[config.mk]
export PLATFORM = sky130hd
export DESIGN_NAME = pipe_pc_ctrl
export DESIGN_NICKNAME = d
export VERILOG_FILES = /design/src/rtl/pipe_pc_ctrl.sv
export SDC_FILE = /design/constraint.sdc
export NUM_CORES = 1
export LEC_CHECK = 0
export ABC_AREA = 1
export BUFFER_PORTS_ARGS = -buffer_cell sky130_fd_sc_hd__buf_4
export CORE_MARGIN = 2
export CORE_UTILIZATION = 38
export CTS_CLUSTER_DIAMETER = 100
export DETAILED_ROUTE_END_ITERATION = 12
export PLACE_DENSITY = 0.93
export REMOVE_ABC_BUFFERS = 1
export SETUP_SLACK_MARGIN = 0.3
export SLEW_MARGIN = 30
export SYNTH_ARGS = -nofsm -noshare
export SYNTH_HDL_FRONTEND = slang
export SYNTH_SLANG_ARGS = --single-unit
[constraint.sdc]
create_clock -name clk -period 1.7 [get_ports clk]
set_clock_uncertainty 0.05 [all_clocks]
set_input_delay 0.17 -clock clk [delete_from_list [all_inputs] [get_ports clk]]
set_output_delay 0.17 -clock clk [all_outputs]
set_load 0.02 [all_outputs]
[src/rtl/pipe_pc_ctrl.sv]
// Fetch PC register and next-PC select for the IF stage, with CP0 request hold across stalls.
// Optional misaligned jr/jalr target detection is built when PC_ALIGN_CHECK_EN is defined.
module pipe_pc_ctrl #(
    parameter logic [31:0] RESET_PC = 32'h0040_0000
) (
    input  logic        clk,
    input  logic        rst,
    input  logic        stall,
    input  logic [31:0] npc,
    input  logic        b_taken,
    input  logic        jump,
    input  logic        jr,
    input  logic [31:0] r_pc,
    input  logic        exc_req,
    input  logic        eret,
    output logic [31:0] pc,
    output logic [2:0]  pc_mux_sel,
    output logic        if_flush,
    output logic        redirect_pend,
    output logic        adel,
    output logic [31:0] badvaddr
);

    typedef enum logic {
        RUN  = 1'b0,
        PEND = 1'b1
    } state_t;

    localparam logic [2:0] SEL_J    = 3'd0;
    localparam logic [2:0] SEL_JR   = 3'd1;
    localparam logic [2:0] SEL_PC4  = 3'd2;
    localparam logic [2:0] SEL_EXC  = 3'd3;
    localparam logic [2:0] SEL_BR   = 3'd4;
    localparam logic [2:0] SEL_EPC  = 3'd5;

    state_t      state_q, state_d;
    logic        exc_pend_q, exc_pend_d;
    logic        eret_pend_q, eret_pend_d;
    logic [31:0] pc_q, pc_d;
    logic        exc, ret, misalign;
    logic [2:0]  sel;

    // Redirect priority; reset forces sequential fetch so nothing fires while rst is high.
    always_comb begin
        exc      = exc_req | exc_pend_q;
        ret      = (eret | eret_pend_q) & ~exc;
        misalign = 1'b0;
`ifdef PC_ALIGN_CHECK_EN
        misalign = jr & ~exc & ~ret & ~stall & (r_pc[1:0] != 2'b00);
`endif
        sel = SEL_PC4;
        if (rst)           sel = SEL_PC4;
        else if (exc)      sel = SEL_EXC;
        else if (ret)      sel = SEL_EPC;
        else if (misalign) sel = SEL_EXC;
        else if (jr)       sel = SEL_JR;
        else if (jump)     sel = SEL_J;
        else if (b_taken)  sel = SEL_BR;
    end

    // A stalled CP0 pulse is remembered; a newer exception always discards a pending eret.
    always_comb begin
        state_d     = state_q;
        exc_pend_d  = exc_pend_q;
        eret_pend_d = eret_pend_q;
        pc_d        = pc_q;
        if (stall) begin
            exc_pend_d  = exc_pend_q | exc_req;
            eret_pend_d = (eret_pend_q | eret) & ~exc_pend_d;
            state_d     = (exc_pend_d | eret_pend_d) ? PEND : RUN;
        end else begin
            exc_pend_d  = 1'b0;
            eret_pend_d = 1'b0;
            state_d     = RUN;
            pc_d        = npc;
        end
    end

    always_ff @(posedge clk) begin
        if (rst) begin
            state_q     <= RUN;
            exc_pend_q  <= 1'b0;
            eret_pend_q <= 1'b0;
            pc_q        <= RESET_PC;
        end else begin
            state_q     <= state_d;
            exc_pend_q  <= exc_pend_d;
            eret_pend_q <= eret_pend_d;
            pc_q        <= pc_d;
        end
    end

`ifdef PC_ALIGN_CHECK_EN
    logic        adel_q;
    logic [31:0] badvaddr_q;

    // badvaddr keeps the last offending target until the next detection.
    always_ff @(posedge clk) begin
        if (rst) begin
            adel_q     <= 1'b0;
            badvaddr_q <= 32'h0;
        end else begin
            adel_q <= misalign;
            if (misalign) badvaddr_q <= r_pc;
        end
    end

    assign adel     = adel_q;
    assign badvaddr = badvaddr_q;
`else
    logic unused_rpc;
    assign unused_rpc = ^r_pc;
    assign adel       = 1'b0;
    assign badvaddr   = 32'h0;
`endif

    assign pc            = pc_q;
    assign pc_mux_sel    = sel;
    assign if_flush      = ~rst & ~stall & (sel != SEL_PC4);
    assign redirect_pend = exc_pend_q | eret_pend_q;

endmodule

==> metrics.yaml, run 1 <==
timing:
  finalWorstPathRequiredPeriod_ps: 1430
  final_hold_viol_count: 0
  final_total_negative_setup_slack_ps: 0
  final_count_of_pins_violating_max_slew: 0
  rsz0062_at_grt: "true"
  timing.final.setup_violations: 0
  max_clock_freq_mhz: 698
  timing.hold.ws_ps: 54.6
  layout_worst_path_cycle_share_pct: 84.3
clock_network:
  holdBufCountCts: 0
  clock_tree_from_tritoncts: "built"
  clockBufferDepth: 2
  clock_tree.root_cell: "sky130_fd_sc_hd__clkbuf_8"
  cts.reportedPaths.clkPinSlew_ps: 70
  ctsHtreeMaxLevel: 2
  cts_buffers: 5
  clk-insertion-delay-late_ps: 280
  clkSinkCount: 34
cells_and_area:
  areaGrowthSynthToFinish_pct: 45.2
  regArea_um2: 684
  layout.cells.most_common_list: "80 x sky130_fd_sc_hd__buf_4, 33 x sky130_fd_sc_hd__conb_1, 33 x sky130_fd_sc_hd__dfxtp_1"
  layout.cells.most_common: "sky130_fd_sc_hd__buf_4"
  final_nets: 286
  insertedDiodeCount: 0
  fill_count: 326
  final_layout_size_suffix_gt1_share_pct: 46.0
  multi_input_comb_area_um2: 514
grt:
  global_route.usage.total_pct: 14.4
  grt_overflow: 0
  grt_max_degree: 32
  grt_first_pass_wirelength_mm: 4.63
  initial_antenna_violation_count: 0
  via_count_of_the_first_global_routing_pass: 1052
routing:
  drt.antenna.violating_nets: 0
  drt-vias-per-instance: 4.25
  drt-pass1-iter-count: 4
  detail_route.drc_violations: 0
  vias: 1117
  per_cell_routed_wire_length_um: 11.1
  drt_iter0_markers: 26
  routed_wire_length_mm: 2.92
critical_path:
  timing.critical_path.slowest_stage_cell: "sky130_fd_sc_hd__dfxtp_4"
  worstPathRequired_ps: 1480
  r2r_setup_slack_ps: 850
  crit_chain: "nor2_4 > nand2_2 > nand2_1 > nand2_1 > a21oi_1 > buf_4"
  worst-r2r-cell-count: 4
  critical_path_end_type: "primary output"
  critical_path_peak_fanout: 3
  cp.arrival_ps: 1210
  critical-path-max-stage-delay_ps: 360
  rr_endpoint: "exc_pend_q"
  worst_path_most_repeated_cell: "sky130_fd_sc_hd__nand2_1"
  timing.critical_path.from_type: "register"
  path_class: "reg2out"
  timing.rr.start: "exc_pend_q"
floorplanning:
  height_of_the_die_um: 64.7
  fp-row-count: 22
  design.core.area_mm2: 0.00361
  ioPinCount: 142
  die_x_um: 64.7
  start_util_pct: 38.8
  fp.dieArea_mm2: 0.00419
pwr:
  total_leakage_power_nw: 1.05
  irDropWorstVdd_v: 0.000720
  areal_power_density_over_the_cells_mw_per_mm2: 1050
min_path:
  min_path_cells: 2
  hold_path.class: "in2reg"
  worstHoldStart: "npc[11]"
  min_to: "pc[11]"
logic_synthesis:
  syn-instance-count: 134
  ys.warnings.count: 0
  unique_cell_type_count_in_the_yosys_netlist: 19
  synth.ff_latch_count: 34
  syn-cell-area_mm2: 0.00140
  yosysSeqAreaShare_pct: 48.6
  syn_avg_cell_area_um2: 10.4
place:
  place_hpwl_mm: 2.20
  port_buffers: 76
  gp_routability_congestion: 0.803
run:
  max_cap_viol_count: 0
status:
  outcome: "complete, no violations"
## cell families (layout without fill, tap and decap cells)
family	after synthesis	in the layout	synth area share, %
buffers and inverters	48	97	24.3
AO/OA/AOI/OAI	34	34	21.1
flip-flops	34	34	48.6
other	1	33	0.268
AND/OR/NAND/NOR	17	17	5.72
## power by group
part	total, W	internal (W)	switching [W]
sequential	0.000869	0.000842	0.0000266
combinational	0.000377	0.000167	0.000210
clock	0.000884	0.000587	0.000297
total	0.00213	0.00160	0.000533
## per-stage QoR
| step | total power [W] | instance area [um^2] | utilization (%) | instances | setup slack, ps |
|---|---|---|---|---|---|
| 2_1_floorplan | 0.00108 | 1220 | - | 127 | 181 |
| 3_3_place_gp | 0.00125 | 1860 | 51.6 | 253 | 521 |
| 3_5_place_dp | 0.00126 | 1860 | 51.6 | 253 | 483 |
| 4_1_cts | 0.00215 | 2020 | 56.0 | 262 | 244 |
| 5_1_grt | 0.00223 | 2030 | 56.4 | 263 | 177 |
| 6_report | 0.00213 | 2030 | 56.4 | 263 | 267 |
## cells in the mapped netlist
| cell | n | share of area (%) |
|---|---|---|
| sky130_fd_sc_hd__a21boi_0 | 1 | 0.54 |
| sky130_fd_sc_hd__dfxtp_1 | 34 | 49 |
| sky130_fd_sc_hd__nand2_1 | 6 | 1.6 |
| sky130_fd_sc_hd__inv_4 | 1 | 0.45 |
| sky130_fd_sc_hd__inv_2 | 1 | 0.27 |
| sky130_fd_sc_hd__a22o_1 | 30 | 19 |
| sky130_fd_sc_hd__conb_1 | 1 | 0.27 |
| sky130_fd_sc_hd__inv_1 | 7 | 1.9 |
| sky130_fd_sc_hd__buf_4 | 36 | 19 |
| sky130_fd_sc_hd__a22o_2 | 1 | 0.71 |
| sky130_fd_sc_hd__nand3_1 | 2 | 0.71 |
| sky130_fd_sc_hd__or2_2 | 1 | 0.45 |
| sky130_fd_sc_hd__buf_6 | 3 | 2.4 |
| sky130_fd_sc_hd__nor3_1 | 1 | 0.36 |
| sky130_fd_sc_hd__a21oi_1 | 1 | 0.36 |
| sky130_fd_sc_hd__nor2_1 | 5 | 1.3 |
| sky130_fd_sc_hd__o22a_2 | 1 | 0.71 |
| sky130_fd_sc_hd__nor2_2 | 1 | 0.45 |
| sky130_fd_sc_hd__nand2_4 | 1 | 0.80 |
## how the worst max path moves through the flow
stage               startpoint        to  depth (start not counted)
floorplan                stall  if_flush                          3
global placement    exc_pend_q  if_flush                          6
detailed placement  exc_pend_q  if_flush                          6
CTS                 exc_pend_q  if_flush                          6
global route        exc_pend_q  if_flush                          6
finish              exc_pend_q  if_flush                          6
## what timing repair did
action,4_1_cts,5_1_grt
endpoints found under the setup margin,3,3
resized for setup,4,2
buffers inserted,1,1
pin swaps,1,4
## registers in the layout, summed over array words and instances (netlist names)
register     flops
eret_pend_q      1
exc_pend_q       1
pc              32
## critical path, delay by kind of cell, from the launching register on
family                 cells  cell delay, ps
buffers and inverters      1             150
AND/OR/NAND/NOR            4             280
flip-flops                 1             360
AO/OA/AOI/OAI              1             140
## per-layer routing
layer / global-route usage, % / part of all wire [%]
met1: 16.1 / 39
met2: 25.0 / 53
met3: 5.73 / 6.8
met4: 4.52 / 0.62
met5: 0 / 0
## area by class of cell
class                   count  share of cell area, %
flip-flops and latches     34                   33.7
repair buffers             80                   29.5
multi-input cells          84                   25.3
clock buffers               5                   3.38
clock inverters             3                   3.38
well taps                  48                   2.95
inverters                   9                   1.78
(Power assumes the default switching activity.)
==> run 2, diff against run 1 <==
--- a/config.mk
+++ b/config.mk
@@ -8,10 +8,10 @@
 export ABC_AREA = 1
 export BUFFER_PORTS_ARGS = -buffer_cell sky130_fd_sc_hd__buf_4
 export CORE_MARGIN = 2
-export CORE_UTILIZATION = 38
+export CORE_UTILIZATION = 35
 export CTS_CLUSTER_DIAMETER = 100
 export DETAILED_ROUTE_END_ITERATION = 12
-export PLACE_DENSITY = 0.93
+export PLACE_DENSITY = 0.87
 export REMOVE_ABC_BUFFERS = 1
 export SETUP_SLACK_MARGIN = 0.3
 export SLEW_MARGIN = 30
==> constraint.sdc (replaced) <==
create_clock -name clk -period 1.4 [get_ports clk]
set_clock_uncertainty 0.05 [all_clocks]
set_input_delay 0.14 -clock clk [delete_from_list [all_inputs] [get_ports clk]]
set_output_delay 0.14 -clock clk [all_outputs]
set_load 0.02 [all_outputs]
==> run 2 against run 1 <==
The run now ends with negative setup slack left. Clock power fell by 17%. Routed wire length rose by 11%. Clock-buffer cell count rose by 2. Worst setup slack got worse by 280 ps. Power rose by 6.4%. Cell count rose by 1.1%.
==> metrics.yaml, run 2 (same netlist as run 1, synthesis figures left out) <==
cells_and_area:
  final_nets: 289  # was 286
  insertedDiodeCount: 0  # unchanged
  areaGrowthSynthToFinish_pct: 45.8  # was 45.2%
  layout.cells.most_common_list: "81 x sky130_fd_sc_hd__buf_4, 33 x sky130_fd_sc_hd__conb_1, 32 x sky130_fd_sc_hd__dfxtp_1"  # was 80 x sky130_fd_sc_hd__buf_4, 33 x sky130_fd_sc_hd__conb_1, 33 x sky130_fd_sc_hd__dfxtp_1
  flip_flop_count_of_the_largest_register_after_layout: 32  # unchanged
  layout.cells.most_common: "sky130_fd_sc_hd__buf_4"  # unchanged
  final_layout_size_suffix_gt1_share_pct: 50.0  # was 46.0%
  layout.core_utilization_pct: 54.5  # was 56.4%
floorplanning:
  fp-row-count: 22  # unchanged
  start_util_pct: 37.4  # was 38.8%
  design.core.area_mm2: 0.00374  # was 0.00361 mm^2
  die_x_um: 67.2  # was 64.7 um
  ioPinCount: 142  # unchanged
  fp.dieArea_mm2: 0.00452  # was 0.00419 mm^2
  height_of_the_die_um: 67.2  # was 64.7 um
timing:
  final_hold_viol_count: 0  # unchanged
  finalWorstPathRequiredPeriod_ps: 1420
  final_count_of_pins_violating_max_slew: 0  # unchanged
  rsz0062_at_grt: "true"  # unchanged
  layout_worst_path_cycle_share_pct: 101
  max_clock_freq_mhz: 706
  timing.hold.ws_ps: 24.0  # was 54.6 ps
  layout_setup_ws_ps: -15.7  # was 267 ps
  timing.final.setup_violations: 1  # was 0
routing:
  drt-pass1-iter-count: 3  # was 4
  drt-vias-per-instance: 4.33  # was 4.25
  detail_route.drc_violations: 0  # unchanged
  routed_wire_length_mm: 3.24  # was 2.92 mm
  drt_iter0_markers: 16  # was 26
  drt.antenna.violating_nets: 0  # unchanged
  per_cell_routed_wire_length_um: 12.2  # was 11.1 um
  vias: 1151  # was 1117
grt:
  grt_first_pass_wirelength_mm: 5.16  # was 4.63 mm
  grt_overflow: 0  # unchanged
  initial_antenna_violation_count: 0  # unchanged
  via_count_of_the_first_global_routing_pass: 1131  # was 1052
  global_route.usage.total_pct: 15.9  # was 14.4%
  grt_max_degree: 32  # unchanged
status:
  violations_in_the_final_reports: "negative setup slack"
  outcome: "finished with violations"  # was complete, no violations
clock_network:
  holdBufCountCts: 0  # unchanged
  clkSinkCount: 34  # unchanged
  ctsHtreeMaxLevel: 2  # unchanged
  clockBufferDepth: 2  # unchanged
  clock_tree_from_tritoncts: "built"  # unchanged
  cts.reportedPaths.clkPinSlew_ps: 70  # about the same
  clock_tree.root_cell: "sky130_fd_sc_hd__clkbuf_8"  # unchanged
  clk-insertion-delay-late_ps: 280  # about the same
  cts_buffers: 5  # unchanged
pwr:
  total_leakage_power_nw: 1.05  # about the same
  irDropWorstVdd_v: 0.000752  # was 0.000720 V
  areal_power_density_over_the_cells_mw_per_mm2: 1110  # was 1050 mW/mm^2
critical_path:
  timing.rr.start: "exc_pend_q"  # unchanged
  critical-path-max-stage-delay_ps: 370  # was 360 ps
  critical_path_peak_fanout: 3  # unchanged
  crit_chain: "nor2_4 > buf_4 > nand3_2 > nand2_2 > a21oi_2 > buf_4"  # was nor2_4 > nand2_2 > nand2_1 > nand2_1 > a21oi_1 > buf_4
  r2r_setup_slack_ps: 540  # was 850 ps
  crit_start: "exc_pend_q"  # unchanged
  timing.critical_path.slowest_stage_cell: "sky130_fd_sc_hd__dfxtp_4"  # unchanged
  timing.critical_path.from_type: "register"  # unchanged
  critical_path_end_type: "primary output"  # unchanged
  worst-r2r-cell-count: 4  # unchanged
  worst_path_most_repeated_cell: "sky130_fd_sc_hd__buf_4"  # was sky130_fd_sc_hd__nand2_1
  worstPathRequired_ps: 1210  # was 1480 ps
  path_class: "reg2out"  # unchanged
  rr_endpoint: "exc_pend_q"  # unchanged
  cp.arrival_ps: 1230  # was 1210 ps
run:
  max_cap_viol_count: 0  # unchanged
min_path:
  worstHoldStart: "npc[25]"  # was npc[11]
  min_path_cells: 2  # unchanged
  min_to: "pc[25]"  # was pc[11]
  hold_path.class: "in2reg"  # unchanged
place:
  place_hpwl_mm: 2.31  # was 2.20 mm
  gp_routability_congestion: 0.679  # was 0.803
  port_buffers: 76  # unchanged
-- run 2: how the worst max path moves through the flow --
stage | depth (start not counted) | endpoint
2_1_floorplan | 3 | if_flush
3_3_place_gp | 6 | if_flush
3_5_place_dp | 6 | if_flush
4_1_cts | 6 | if_flush
5_1_grt | 7 | if_flush
6_report | 6 | if_flush
-- run 2: through the flow --
stage          instances  setup WS (ps)  total power, W  setup TNS, ps  instance area [um^2]
3_5_place_dp         253            195         0.00153              0                  1860
5_1_grt              266          -84.2         0.00239           -228                  2040
6_report             266          -15.7         0.00227          -15.7                  2040
3_3_place_gp         253            233         0.00152              0                  1860
4_1_cts              266          -29.6         0.00229          -29.6                  2030
2_1_floorplan        127          -59.1         0.00132          -59.1                  1220
-- run 2: critical path, delay by kind of cell (launching register included) --
| family | cells | cell delay [ps] |
|---|---|---|
| buffers and inverters | 2 | 270 |
| and+or+nand+nor | 3 | 160 |
| DFF | 1 | 370 |
| AOI/OAI and AO/OA | 1 | 140 |
-- run 2: metal layers --
layer / share of wire (%) / wire length [um] / track usage (%)
met5: 0 / 0 / 0
met4: 1.9 / 61 / 7.65
met3: 10 / 337 / 7.17
met2: 51 / 1640 / 28.2
met1: 37 / 1200 / 15.6
-- run 2: final cells by class --
class	count	area, um^2
inverter	9	36.3
tap	48	60.1
clock buffer	7	86.3
multi-input combinational	84	537
timing repair buffer	83	631
sequential	34	686
fill	339	1700
clock inverter	1	5.00
-- run 2: power breakdown --
group          internal (W)  switching (W)  total [W]
Sequential          0.00102      0.0000321    0.00106
Combinational      0.000214       0.000266   0.000480
Clock              0.000396       0.000334   0.000730
Total               0.00163       0.000632    0.00227
-- run 2: timing repair --
action / CTS / global route
setup endpoints to repair: 5 / 5
cloned: 0 / 0
resized for setup: 13 / 4
pin swaps: 5 / 3
buffers inserted: 5 / 0
